$ cat src/rtl/la_capture_controller_pkg.sv
// Shared types and register map for the logic-analyzer capture controller.
// The FSM, its register block and the testbench import these definitions.
package la_capture_pkg;

    typedef enum logic [2:0] {
        ST_IDLE             = 3'd0,
        ST_MOVE_TO_POSITION = 3'd1,
        ST_IN_POSITION      = 3'd2,
        ST_CAPTURING        = 3'd3,
        ST_CAPTURED         = 3'd4
    } state_e;

    typedef enum logic [1:0] {
        MODE_SINGLE_EVENT = 2'd0,
        MODE_INCREMENTAL  = 2'd1,
        MODE_IMMEDIATE    = 2'd2
    } trig_mode_e;

    localparam logic [15:0] REG_STATE         = 16'd0;
    localparam logic [15:0] REG_TRIGGER_MODE  = 16'd1;
    localparam logic [15:0] REG_TRIGGER_LOC   = 16'd2;
    localparam logic [15:0] REG_REQUEST_START = 16'd3;
    localparam logic [15:0] REG_REQUEST_STOP  = 16'd4;
    localparam logic [15:0] REG_READ_POINTER  = 16'd5;
    localparam logic [15:0] REG_WRITE_POINTER = 16'd6;
    localparam logic [15:0] NUM_REGS          = 16'd7;

    // The unused encoding 3 behaves as IMMEDIATE.
    function automatic trig_mode_e decode_mode(input logic [1:0] v);
        return (v == 2'd3) ? MODE_IMMEDIATE : trig_mode_e'(v);
    endfunction

endpackage

$ cat src/rtl/la_capture_controller_if.sv
// Daisy-chained register bus: valid qualifies addr/wdata/rw for one cycle; there is
// no ready, so every transaction is accepted and forwarded one cycle later.
interface la_capture_bus_if;
    logic [15:0] addr;
    logic [15:0] wdata;
    logic [15:0] rdata;
    logic        rw;
    logic        valid;

    modport master (output addr, wdata, rdata, rw, valid);
    modport slave  (input  addr, wdata, rdata, rw, valid);
endinterface

$ cat src/rtl/la_capture_controller_regs.sv
// Bus decode for the capture controller: pipeline registers, mode/trigger_loc
// storage and the start/stop request strobes consumed by the FSM.
module la_capture_regs
    import la_capture_pkg::*;
#(
    parameter int unsigned BASE_ADDR    = 0,
    parameter int          SAMPLE_DEPTH = 1024,
    parameter int          ADDR_WIDTH   = $clog2(SAMPLE_DEPTH)
) (
    input  logic                  clk,
    input  logic                  rst_n,
    la_capture_bus_if.slave       bus_i,
    la_capture_bus_if.master      bus_o,
    input  state_e                state_i,
    input  logic [ADDR_WIDTH-1:0] read_pointer_i,
    input  logic [ADDR_WIDTH-1:0] write_pointer_i,
    output trig_mode_e            mode_o,
    output logic [ADDR_WIDTH-1:0] trigger_loc_o,
    output logic                  start_o,
    output logic                  stop_o
);

    localparam logic [16:0]           BASE17  = 17'(BASE_ADDR);
    localparam logic [16:0]           DEPTH17 = 17'(SAMPLE_DEPTH);
    localparam logic [ADDR_WIDTH-1:0] LOC_MAX = ADDR_WIDTH'(SAMPLE_DEPTH - 1);

    logic [16:0]           rel;
    logic [15:0]           offset;
    logic                  hit, wr_hit, cfg_open;
    logic [15:0]           rd_val;
    trig_mode_e            mode_q, mode_d;
    logic [ADDR_WIDTH-1:0] loc_q, loc_d;
    logic [15:0]           addr_q, wdata_q, rdata_q, rdata_d;
    logic                  rw_q, valid_q;

    // A borrow out of the 17-bit subtraction means the address lies below the block.
    assign rel      = {1'b0, bus_i.addr} - BASE17;
    assign offset   = rel[15:0];
    assign hit      = bus_i.valid && !rel[16] && (offset < NUM_REGS);
    assign wr_hit   = hit && bus_i.rw;
    assign cfg_open = (state_i == ST_IDLE) || (state_i == ST_CAPTURED);
    assign start_o  = wr_hit && (offset == REG_REQUEST_START) && bus_i.wdata[0];
    assign stop_o   = wr_hit && (offset == REG_REQUEST_STOP) && bus_i.wdata[0];

    always_comb begin
        rd_val = '0;
        case (offset)
            REG_STATE:         rd_val = 16'(state_i);
            REG_TRIGGER_MODE:  rd_val = 16'(mode_q);
            REG_TRIGGER_LOC:   rd_val = 16'(loc_q);
            REG_READ_POINTER:  rd_val = 16'(read_pointer_i);
            REG_WRITE_POINTER: rd_val = 16'(write_pointer_i);
            default:           rd_val = '0;
        endcase
    end

    always_comb begin
        mode_d  = mode_q;
        loc_d   = loc_q;
        rdata_d = bus_i.rdata;
        if (hit && !bus_i.rw) rdata_d = rd_val;
        // Configuration is frozen while a capture is in flight.
        if (wr_hit && cfg_open) begin
            if (offset == REG_TRIGGER_MODE) mode_d = decode_mode(bus_i.wdata[1:0]);
            if (offset == REG_TRIGGER_LOC)
                loc_d = ({1'b0, bus_i.wdata} >= DEPTH17) ? LOC_MAX : bus_i.wdata[ADDR_WIDTH-1:0];
        end
    end

    always_ff @(posedge clk or negedge rst_n) begin
        if (!rst_n) begin
            mode_q  <= MODE_SINGLE_EVENT;
            loc_q   <= '0;
            addr_q  <= '0;
            wdata_q <= '0;
            rdata_q <= '0;
            rw_q    <= 1'b0;
            valid_q <= 1'b0;
        end else begin
            mode_q  <= mode_d;
            loc_q   <= loc_d;
            addr_q  <= bus_i.addr;
            wdata_q <= bus_i.wdata;
            rdata_q <= rdata_d;
            rw_q    <= bus_i.rw;
            valid_q <= bus_i.valid;
        end
    end

    assign bus_o.addr    = addr_q;
    assign bus_o.wdata   = wdata_q;
    assign bus_o.rdata   = rdata_q;
    assign bus_o.rw      = rw_q;
    assign bus_o.valid   = valid_q;
    assign mode_o        = mode_q;
    assign trigger_loc_o = loc_q;

endmodule

$ cat src/rtl/la_capture_controller.sv
// Capture-sequencing FSM: fills the sample memory as a ring around the trigger
// point and leaves SAMPLE_DEPTH valid samples starting at read_pointer.
module la_capture_controller
    import la_capture_pkg::*;
#(
    parameter int unsigned BASE_ADDR    = 0,
    parameter int          SAMPLE_DEPTH = 1024,
    parameter int          ADDR_WIDTH   = $clog2(SAMPLE_DEPTH)
) (
    input  logic                  clk,
    input  logic                  rst_n,
    input  logic                  trig_i,
    la_capture_bus_if.slave       bus_i,
    la_capture_bus_if.master      bus_o,
    output logic [ADDR_WIDTH-1:0] write_pointer_o,
    output logic                  write_enable_o,
    output logic [2:0]            dbg_state_o
);

    localparam logic [ADDR_WIDTH-1:0] PTR_ONE = ADDR_WIDTH'(1);

    state_e                state_q, state_d;
    logic [ADDR_WIDTH-1:0] wp_q, wp_d, rp_q, rp_d;
    logic [ADDR_WIDTH-1:0] rp_m1, trigger_loc;
    trig_mode_e            mode;
    logic                  start_req, stop_req, cfg_open, last_slot;

    la_capture_regs #(
        .BASE_ADDR    (BASE_ADDR),
        .SAMPLE_DEPTH (SAMPLE_DEPTH),
        .ADDR_WIDTH   (ADDR_WIDTH)
    ) u_regs (
        .clk             (clk),
        .rst_n           (rst_n),
        .bus_i           (bus_i),
        .bus_o           (bus_o),
        .state_i         (state_q),
        .read_pointer_i  (rp_q),
        .write_pointer_i (wp_q),
        .mode_o          (mode),
        .trigger_loc_o   (trigger_loc),
        .start_o         (start_req),
        .stop_o          (stop_req)
    );

    assign cfg_open  = (state_q == ST_IDLE) || (state_q == ST_CAPTURED);
    assign rp_m1     = rp_q - PTR_ONE;
    // The slot just behind read_pointer is the last one of the ring.
    assign last_slot = (wp_q == rp_m1);

    assign write_enable_o = ((state_q == ST_MOVE_TO_POSITION) || (state_q == ST_IN_POSITION) ||
                             (state_q == ST_CAPTURING)) && ((mode != MODE_INCREMENTAL) || trig_i);

    always_comb begin
        state_d = state_q;
        wp_d    = wp_q;
        rp_d    = rp_q;
        if (stop_req) begin
            state_d = ST_IDLE;
        end else if (start_req && cfg_open) begin
            wp_d = '0;
            rp_d = '0;
            if (mode == MODE_SINGLE_EVENT)
                state_d = (trigger_loc == '0) ? ST_IN_POSITION : ST_MOVE_TO_POSITION;
            else
                state_d = ST_CAPTURING;
        end else begin
            case (state_q)
                ST_MOVE_TO_POSITION: begin
                    wp_d = wp_q + PTR_ONE;
                    if (wp_q == trigger_loc - PTR_ONE) state_d = ST_IN_POSITION;
                end
                ST_IN_POSITION: begin
                    if (trig_i) begin
                        // With trigger_loc = SAMPLE_DEPTH-1 the trigger sample completes the ring.
                        if (last_slot) begin
                            state_d = ST_CAPTURED;
                        end else begin
                            wp_d    = wp_q + PTR_ONE;
                            state_d = ST_CAPTURING;
                        end
                    end else begin
                        wp_d = wp_q + PTR_ONE;
                        rp_d = rp_q + PTR_ONE;
                    end
                end
                ST_CAPTURING: begin
                    if (write_enable_o) begin
                        if (last_slot) state_d = ST_CAPTURED;
                        else           wp_d    = wp_q + PTR_ONE;
                    end
                end
                default: ;
            endcase
        end
    end

    always_ff @(posedge clk or negedge rst_n) begin
        if (!rst_n) begin
            state_q <= ST_IDLE;
            wp_q    <= '0;
            rp_q    <= '0;
        end else begin
            state_q <= state_d;
            wp_q    <= wp_d;
            rp_q    <= rp_d;
        end
    end

    assign write_pointer_o = wp_q;
    assign dbg_state_o     = state_q;

endmodule
$ cat src/flat_wrapper.sv
// flat-port wrapper written by rule: the top's interface ports become plain ports
module la_capture_controller_flat import la_capture_pkg::*;
#(
    parameter int unsigned BASE_ADDR    = 0,
    parameter int          SAMPLE_DEPTH = 1024,
    parameter int          ADDR_WIDTH   = $clog2(SAMPLE_DEPTH)
)
  (clk, rst_n, trig_i, write_pointer_o, write_enable_o, dbg_state_o, bus_i_addr, bus_i_wdata, bus_i_rdata, bus_i_rw, bus_i_valid, bus_o_addr, bus_o_wdata, bus_o_rdata, bus_o_rw, bus_o_valid);
  la_capture_bus_if bus_i_i ();
  la_capture_bus_if bus_o_i ();
  input  logic clk;
  input  logic rst_n;
  input  logic trig_i;
  output logic [ADDR_WIDTH-1:0] write_pointer_o;
  output logic write_enable_o;
  output logic [2:0] dbg_state_o;
  input wire logic [$bits(bus_i_i.addr)-1:0] bus_i_addr;
  input wire logic [$bits(bus_i_i.wdata)-1:0] bus_i_wdata;
  input wire logic [$bits(bus_i_i.rdata)-1:0] bus_i_rdata;
  input wire logic [$bits(bus_i_i.rw)-1:0] bus_i_rw;
  input wire logic [$bits(bus_i_i.valid)-1:0] bus_i_valid;
  output wire logic [$bits(bus_o_i.addr)-1:0] bus_o_addr;
  output wire logic [$bits(bus_o_i.wdata)-1:0] bus_o_wdata;
  output wire logic [$bits(bus_o_i.rdata)-1:0] bus_o_rdata;
  output wire logic [$bits(bus_o_i.rw)-1:0] bus_o_rw;
  output wire logic [$bits(bus_o_i.valid)-1:0] bus_o_valid;
  assign bus_i_i.addr = bus_i_addr;
  assign bus_i_i.wdata = bus_i_wdata;
  assign bus_i_i.rdata = bus_i_rdata;
  assign bus_i_i.rw = bus_i_rw;
  assign bus_i_i.valid = bus_i_valid;
  assign bus_o_addr = bus_o_i.addr;
  assign bus_o_wdata = bus_o_i.wdata;
  assign bus_o_rdata = bus_o_i.rdata;
  assign bus_o_rw = bus_o_i.rw;
  assign bus_o_valid = bus_o_i.valid;
  la_capture_controller #(.BASE_ADDR(BASE_ADDR), .SAMPLE_DEPTH(SAMPLE_DEPTH), .ADDR_WIDTH(ADDR_WIDTH)) u_core (.clk(clk), .rst_n(rst_n), .trig_i(trig_i), .bus_i(bus_i_i), .bus_o(bus_o_i), .write_pointer_o(write_pointer_o), .write_enable_o(write_enable_o), .dbg_state_o(dbg_state_o));
endmodule
$ cat config.mk
export PLATFORM = sky130hd
export DESIGN_NAME = la_capture_controller_flat
export DESIGN_NICKNAME = d
export VERILOG_FILES = /design/src/rtl/la_capture_controller_pkg.sv /design/src/rtl/la_capture_controller_if.sv /design/src/rtl/la_capture_controller_regs.sv /design/src/rtl/la_capture_controller.sv /design/src/flat_wrapper.sv
export SDC_FILE = /design/constraint.sdc
export NUM_CORES = 1
export LEC_CHECK = 0
export BUFFER_PORTS_ARGS = -buffer_cell sky130_fd_sc_hd__buf_2
export CAP_MARGIN = 20
export CELL_PAD_IN_SITES_DETAIL_PLACEMENT = 0
export CELL_PAD_IN_SITES_GLOBAL_PLACEMENT = 1
export CORE_MARGIN = 2
export CORE_UTILIZATION = 40
export DETAILED_ROUTE_END_ITERATION = 16
export PLACE_DENSITY_LB_ADDON = 0.25
export SYNTH_ARGS = -nofsm -noshare
export SYNTH_HDL_FRONTEND = slang
export SYNTH_SLANG_ARGS = --single-unit
$ cat constraint.sdc
create_clock -name clk -period 4.2 [get_ports clk]
set_input_delay 0.21 -clock clk [delete_from_list [all_inputs] [get_ports clk]]
set_output_delay 0.21 -clock clk [all_outputs]
set_load 0.05 [all_outputs]
==> results, run 1 <==
- Relative to the synthesized area, the layout overhead comes to 25.9%.
- The sequential power share is 0.371.
- The arrival time reported for the critical path endpoint is ~3.5 ns.
- Summing all placed instances gives a cell area of 5090 sq um.
- The portion of total power attributed to combinational logic is 0.415.
- The pre-antenna-repair detailed-routing pass consisted of 6 iterations.
- IR analysis of the VDD net gives a maximum drop of 0.000269 V.
- The total I/O pin count is 117.
- For flop-to-flop paths, the worst setup slack is approximately 0.94 ns.
- The analysis attributes to cell leakage a power of between 0.002 and 0.003 uW.
- The clock tree synthesis step divided the H-tree into 3 levels.
- For the final routed database, the setup TNS stands at 0 ns.
- At the pin with the least slew margin, the transition time is 0.987 ns.
- In this run the worst path has a maximum fanout of 13.
- The CTS tree is built.
- The clock net in this run drives a total of 85 sinks.
- The most critical setup path has its startpoint at u_core.rp_q[0].
- The setup-violating endpoint count in the final report is 0.
- The number of endpoints with negative hold slack in the final report is 0.
- After global routing the overflow that remains totals 0.
- The path class of the lowest-slack min-delay path is in -> reg.
- Of the cells placed in the final design, the portion with a size suffix greater than 1 is 0.248.
- In this run the cell area of the synthesized design comes to 4480 sq um.
- The clock tree buffer depth is 2.
- The post-synthesis instance total is ~470.
- The net switching power is 1330 uW.
- The clock period minus worst slack is approximately 3.3 ns.
- The average wire per standard cell is around 17 um.
- On the final layout, the worst hold slack is 0.0195 ns.
- By startpoint and endpoint, the worst setup path is classified as reg -> reg.
- The data required time of the critical path is around 4.5 ns.
- The cell sitting at the root of the clock tree is a sky130_fd_sc_hd__clkbuf_8.
- In the global route stage, overall resource usage came out at 0.223.
- The clock latency reported for the late side of the worst-skew pair is 0.37 ns.
- Counting tap cells, the placed design contains a total of 688 instances.
- Once detailed placement completed, the half-perimeter wirelength came to 8900 um.
- The library cell used most frequently in the layout, excluding fill and tap cells, is sky130_fd_sc_hd__buf_2.
- Counting flops with an async set or reset pin after synthesis yields a share of 1.00.
- Traced cell by cell, the critical path runs through inv_1 > ha_1 > or3b_1 > or4_1 > a21oi_1 > o311ai_4 > nor3_4 > nor2_2 > mux2_4.
- The register clock-pin slew on the reported worst setup and hold paths is 0.09 ns.
- In this design, the stage delay of the slowest critical-path cell is 0.51 ns.
- The number of violations of the max-capacitance limit is 0.
- The number of antenna violations at the first check in global routing is 0.
- The share of the Yosys chip area taken by registers is 0.474.
- The count of port buffers added during placement is 116.
- The element type at the critical path start is a flop.
- In this run the remaining antenna-violating nets after routing total 0.
- The remaining max-slew budget at the tightest pin is 0.337.
- The highest attainable clock frequency is 307 MHz.
- Dividing total power by cell area gives a power density of 545 nW/um^2.
- The final net count is 649.
- The final cell count without fillers is 736.
- Setup repair after global routing left no endpoint under its margin.
- In this run the worst setup path terminates at u_core.write_pointer_o[0].
- The count of cell types in the netlist is 69.
- During synthesis, Yosys emitted a total of 0 warnings.
- The setup clock skew after layout is between 0.006 and 0.007 ns.
- Of the available clock period, the critical path in the final layout requires 0.776.
- STA classifies the critical path endpoint as a flop.
- Of the total power, the share spent switching nets is 0.434.
- The synthesized net count is 526.
- The finished cells cover about 5600 sq um.
- The flow ran to the end, and the final reports show no timing, DRC or antenna violations.
- The portion of total power attributed to the clock network is 0.214.
- The number of violations reported at the end of detailed-routing iteration 0 is 301.
- Cell internal power was estimated by the tool at about 1700 uW.
- The die height is 110 um.
- The final weighted congestion in routability-driven placement is 0.926.
- The design draws between 3000 and 4000 uW.
- The die covers 12100 sq um.
- The worst register-to-register path has a depth of 9.
- The launch point of the worst reg-to-reg path is u_core.rp_q[0].
- The total area inside the core boundary comes to 10900 sq um.
- The final routed DRC violation total is 0.
- Counting the fill cells in the layout gives 1020.
- The detailed router placed ~4100 vias in this run.
- The horizontal extent of the die is 110 um.
- Buffers inserted during clock tree synthesis total 9.
- The dominant register cell in the synthesized netlist is sky130_fd_sc_hd__dfrtp_1.
- The detailed-route wire length is 12800 um.
- The pin count of the biggest net entering global routing is 86.
- After detailed routing, the number of vias per cell comes to 5.53.
- The initial standard-cell utilization of the core is 0.412.
- The number of flip-flops and latches in the synthesized netlist is 85.
- The mean cell area of the mapped netlist is 9.58 sq um.
- The library cells used most frequently in the layout, excluding fill and tap cells, are sky130_fd_sc_hd__buf_2, sky130_fd_sc_hd__dfrtp_1, sky130_fd_sc_hd__nor2_1, sky130_fd_sc_hd__nand2_1, sky130_fd_sc_hd__dlygate4sd3_1.
- The via count of the first global-routing pass is 3853.
- The number of pins with negative max-slew slack in the final report is 0.
- The number of enable flip-flop cells after synthesis is 0.
- The number of cell rows is 38.
- The wire length of the first global-routing pass is slightly above 20000 um.
- The slowest stage of the critical path belongs to the cell sky130_fd_sc_hd__dfrtp_1.
- The number of antenna cells inserted is 0.
- The capture point of the worst reg-to-reg path is u_core.write_pointer_o[0].
registers in the layout (all words and copies together), names as in the netlist:
signal	count
u_core.u_regs.bus_o.valid	1
u_core.rp_q	10
u_core.u_regs.bus_o.rw	1
u_core.write_pointer_o	10
u_core.u_regs.trigger_loc_o	10
u_core.dbg_state_o	3
u_core.u_regs.bus_o.wdata	16
u_core.u_regs.bus_o.rdata	16
u_core.u_regs.mode_o	2
u_core.u_regs.bus_o.addr	16
Yosys cell counts, types with 4 or more instances:
master | number | area, sq um
sky130_fd_sc_hd__dfrtp_1 | 85 | 2130
sky130_fd_sc_hd__nor2_1 | 60 | 225
sky130_fd_sc_hd__nand2_1 | 33 | 124
sky130_fd_sc_hd__clkbuf_1 | 28 | 105
sky130_fd_sc_hd__a21oi_1 | 21 | 105
sky130_fd_sc_hd__nand3_1 | 16 | 80.1
sky130_fd_sc_hd__xor2_1 | 16 | 140
sky130_fd_sc_hd__nor3_1 | 15 | 75.1
sky130_fd_sc_hd__xnor2_1 | 15 | 131
sky130_fd_sc_hd__o21ai_1 | 14 | 70.1
sky130_fd_sc_hd__nand4_1 | 13 | 81.3
sky130_fd_sc_hd__nor4_1 | 12 | 75.1
sky130_fd_sc_hd__inv_1 | 9 | 33.8
sky130_fd_sc_hd__o21ai_0 | 9 | 45.0
sky130_fd_sc_hd__a222oi_1 | 7 | 70.1
sky130_fd_sc_hd__and2_1 | 7 | 43.8
sky130_fd_sc_hd__mux2i_1 | 7 | 70.1
sky130_fd_sc_hd__or3_1 | 7 | 43.8
sky130_fd_sc_hd__and3_1 | 5 | 31.3
sky130_fd_sc_hd__ha_1 | 5 | 62.6
sky130_fd_sc_hd__or4_1 | 5 | 37.5
sky130_fd_sc_hd__a211oi_1 | 4 | 30.0
sky130_fd_sc_hd__and4_1 | 4 | 35.0
sky130_fd_sc_hd__nand2b_1 | 4 | 25.0
sky130_fd_sc_hd__o31ai_1 | 4 | 30.0
worst min-delay path by stage:
stage / depth (start not counted) / slack, ns / startpoint / end
6_report: 1 / 0.02 / bus_i_addr[0] / u_core.u_regs.bus_o.addr[0]
5_1_grt: 1 / 0.002 / bus_i_addr[0] / u_core.u_regs.bus_o.addr[0]
4_1_cts: 1 / 0.003 / bus_i_addr[0] / u_core.u_regs.bus_o.addr[0]
3_5_place_dp: 1 / 0.33 / bus_i_addr[7] / u_core.u_regs.bus_o.addr[7]
3_3_place_gp: 1 / 0.33 / bus_i_wdata[2] / u_core.u_regs.bus_o.wdata[2]
2_1_floorplan: 0 / -0.09 / rst_n / u_core.dbg_state_o[0]
cells by family after synthesis:
group,after synthesis,synth area share
compound gates,90,0.148
xor+xnor,31,0.0605
fa+ha+maj,5,0.0140
buf+inv,48,0.0469
flops,85,0.474
mux,10,0.0240
simple gates,199,0.232
critical path, delay by kind of cell, from the launching register on:
family	cells	cell delay [ns]
and+or+nand+nor	4	1.46
muxes	1	0.31
DFF	1	0.51
AOI/OAI and AO/OA	2	0.43
buffers and inverters	1	0.10
adders and majority gates	1	0.34
metal layers:
layer	track usage	vias to the layer above	wire, um
met3	0.0433	14	772
met1	0.298	1993	5560
met5	0	-	0
li1	-	1925	-
met2	0.365	140	6250
met4	0.0705	0	206
metrics by stage:
step | util | worst slack (ns)
6_report | 0.519 | 0.939
3_3_place_gp | 0.468 | 1.03
2_1_floorplan | - | 1.25
5_1_grt | 0.519 | 0.737
3_5_place_dp | 0.468 | 0.976
4_1_cts | 0.516 | 0.950
area by class of cell:
cell class,count,area (sq um),area share
flip-flops and latches,85,2130,0.377
repair buffers,150,928,0.164
clock inverters,5,82.6,0.0146
multi-input cells,335,2150,0.381
well taps,140,175,0.0310
clock buffers,11,141,0.0250
inverters,10,37.5,0.00665
power by group through the flow:
stage	logic [uW]	clock network (uW)	registers, uW
after floorplan	874	0	1230
after global placement	1230	0	1150
after detailed placement	1240	0	1150
after CTS	1270	675	1140
after global routing	1390	707	1160
final	1280	657	1140
what timing repair did:
action,CTS,global route
buffers inserted,0,0
gates resized for setup,0,0
hold buffers,30,1
endpoints found under the hold margin,30,43
(Power assumes the default switching activity.)
==> run 2: changes to the inputs <==
Settings changed: CORE_UTILIZATION 40 to 36.
Clock period 4.2 ns to 2.9 ns, I/O delays scaled along.
==> results, run 2 (synthesis gave the netlist of run 1 again) <==
- The synthesis-to-layout area growth is 35.7%.
- The critical path goes through or4_4 > or3_4 > a2111oi_4 > o311ai_4 > o311ai_2 > or4_1 > nand3_1.
- Setup total negative slack on the finished layout was measured at 0 ns.
- The hold slack is 0.0101 ns.
- The wire-length estimate of the detail-placed layout is 9820 um.
- The arrival time reported for the critical path endpoint is 3.04 ns.
- The launch point of the critical path is u_core.rp_q[0].
- The overall track demand over capacity in global routing is 0.213.
- The total I/O pin count is 117.
- After clock tree synthesis, the clock-pin slew on the worst setup and hold paths is 0.06 ns.
- The worst setup path is launched from a flop.
- Counting cells, the worst reg-to-reg path comes to 7.
- CTS placed an instance of sky130_fd_sc_hd__clkbuf_16 at the clock tree root.
- The floorplan step defined a die boundary enclosing 13400 sq um.
- The run finished with clean final reports.
- The number of antenna violations at the first check in global routing is 0.
- The number of violations reported at the end of detailed-routing iteration 0 is 328.
- The horizontal extent of the die is ~120 um.
- The share of the core filled with cells is 0.505.
- The pin count of the biggest net entering global routing is 86.
- The maximum vdd ir drop is 0.000394 V.
- The critical path ends at u_core.write_pointer_o[4].
- For the pin with the worst max-slew slack, the measured transition is 0.628 ns.
- The number of cell rows is 40.
- No sink is reached through more buffers than the 2 on the longest clock path.
- The number of antenna diodes in the final layout is 0.
- The capture point of the worst reg-to-reg path is u_core.write_pointer_o[4].
- For this run, the slowest stage of the critical path takes 0.55 ns.
- The top cell types in the final layout, fill and taps aside, are sky130_fd_sc_hd__buf_2, sky130_fd_sc_hd__dfrtp_1, sky130_fd_sc_hd__nor2_1, sky130_fd_sc_hd__buf_4, sky130_fd_sc_hd__dlygate4sd3_1.
- The number of clock sinks is 85.
- The critical path contains buffers and inverters numbering 0 combined.
- The share of post-route cells with drive strength above 1 is 0.300.
- The setup-violating endpoint count in the final report is 0.
- The static leakage is 0.00279 uW.
- The number of endpoints with negative hold slack in the final report is 0.
- In this run the worst hold path is classified as in -> reg.
- The remaining max-slew budget at the tightest pin is 0.580.
- The number of pins with negative max-slew slack in the final report was 0.
- The number of cells on the critical path is 7.
- The setup clock skew after layout is 0.00573 ns.
- The final routed DRC violation total is 0.
- The later pin in the worst-skew pair is clocked with a latency of between 0.3 and 0.4 ns.
- Once placement completed, the tool counted placed cells totaling between 700 and 800.
- The number of violations of the max-capacitance limit is 0.
- The most common cell after layout, fill and taps aside is sky130_fd_sc_hd__buf_2.
- The final net count is ~690.
- The worst path in the final design needs a cycle of ~2.8 ns, including I/O delays and setup.
- The total via count after detailed routing is 4157.
- The CTS tree is built.
- The initial utilization of the core area, before any placement, comes to 0.372.
- The data required time of the critical path is 3.13 ns.
- The wire length of the first global-routing pass is 21800 um.
- The core area is 12100 sq um.
- On the critical path, the stage with the largest delay is an instance of sky130_fd_sc_hd__or4_4.
- The H-tree depth is 3.
- The residual overflow from global routing is 0.
- The first detailed-routing pass ran for 6 iterations.
- Setup repair after global routing could not meet its margin everywhere.
- The average wire per standard cell is 16.7 um.
- At the end of routability-driven placement, the weighted congestion stood at approximately 0.84.
- The count of port buffers added during placement is 116.
- The final period utilization is 0.972.
- Counting the buffers created by CTS gives 9.
- The via count of the first global-routing pass is a little over 4000.
- Based on the critical path, the design can be clocked at up to around 350 MHz.
- The maximum net fanout on the critical path is 6.
- The number of nets with antenna violations after routing is 0.
- The power per cell area is ~800 nW/um^2.
- Leaving out filler cells and counting taps, the final layout contains 805.
- The die is ~120 um tall.
- The category of cells accounting for the largest share of critical-path delay is simple AND/OR/NAND/NOR gates.
- The detailed-route wire length is 13500 um.
- The per-cell via count in the routed design is a little over 5.
- The type of destination of the critical path is a flop.
- In this run the register-to-register setup slack is 0.08 ns.
- The launch point of the worst reg-to-reg path is u_core.rp_q[0].
- By startpoint and endpoint, the worst setup path is classified as reg -> reg.
[run 2: cell types whose count changed in the layout (fill, tap and decap cells not counted), sizes merged]
cell | previous run | this run
buf | 119 | 156
bufinv | 2 | 0
clkbuf | 11 | 9
clkinv | 3 | 5
clkinvlp | 0 | 1
dlygate4sd3 | 31 | 36
[run 2: worst min-delay path by stage]
| stage | startpoint | endpoint | slack [ns] | depth (start not counted) |
|---|---|---|---|---|
| 2_1_floorplan | rst_n | u_core.dbg_state_o[0] | -0.15 | 0 |
| 3_3_place_gp | bus_i_addr[9] | u_core.u_regs.bus_o.addr[9] | 0.27 | 1 |
| 3_5_place_dp | bus_i_wdata[13] | u_core.u_regs.bus_o.wdata[13] | 0.27 | 1 |
| 4_1_cts | bus_i_rdata[0] | u_core.u_regs.bus_o.rdata[0] | 0.001 | 3 |
| 5_1_grt | bus_i_rdata[2] | u_core.u_regs.bus_o.rdata[2] | 0.005 | 3 |
| 6_report | bus_i_rdata[0] | u_core.u_regs.bus_o.rdata[0] | 0.01 | 3 |
[run 2: power by group]
part | internal [uW] | switching (uW)
Sequential | 1320 | 142
Combinational | 882 | 1450
Clock | 575 | 470
Total | 2780 | 2060
[run 2: what timing repair did]
| action | in CTS | in global routing |
|---|---|---|
| endpoints found under the hold margin | 35 | 43 |
| gates resized for setup | 0 | 8 |
| setup endpoints to repair | 0 | 10 |
| buffers inserted | 0 | 2 |
| hold buffers | 35 | 1 |
[run 2: final cells by class]
cell class / count / area, sq um
fill: 1161 / 5980
multi-input combinational: 335 / 2180
sequential: 85 / 2130
timing repair buffer: 192 / 1260
clock buffer: 9 / 225
tap: 168 / 210
clock inverter: 6 / 40.0
inverter: 10 / 37.5
[run 2: worst register-to-register path, stage by stage (launching register included)]
cell                        delay (ns)
sky130_fd_sc_hd__dfrtp_2          0.44
sky130_fd_sc_hd__or4_4            0.55
sky130_fd_sc_hd__or3_4            0.40
sky130_fd_sc_hd__a2111oi_4        0.34
sky130_fd_sc_hd__o311ai_4         0.23
sky130_fd_sc_hd__o311ai_2         0.49
sky130_fd_sc_hd__or4_1            0.18
sky130_fd_sc_hd__nand3_1          0.07
[run 2: routing by layer]
metal | track usage | part of all wire
met1 | 0.277 | 0.43
met3 | 0.0518 | 0.059
met5 | 0 | 0
met2 | 0.353 | 0.49
met4 | 0.0659 | 0.018
[run 2: stage by stage]
stage               total power [uW]  area, sq um  worst slack (ns)
finish                          4840         6090            0.0815
global route                    5150         6090           -0.0218
CTS                             4820         6010            0.0259
detailed placement              3720         5390            0.0353
global placement                3700         5390             0.108
floorplan                       3050         4490           0.00312
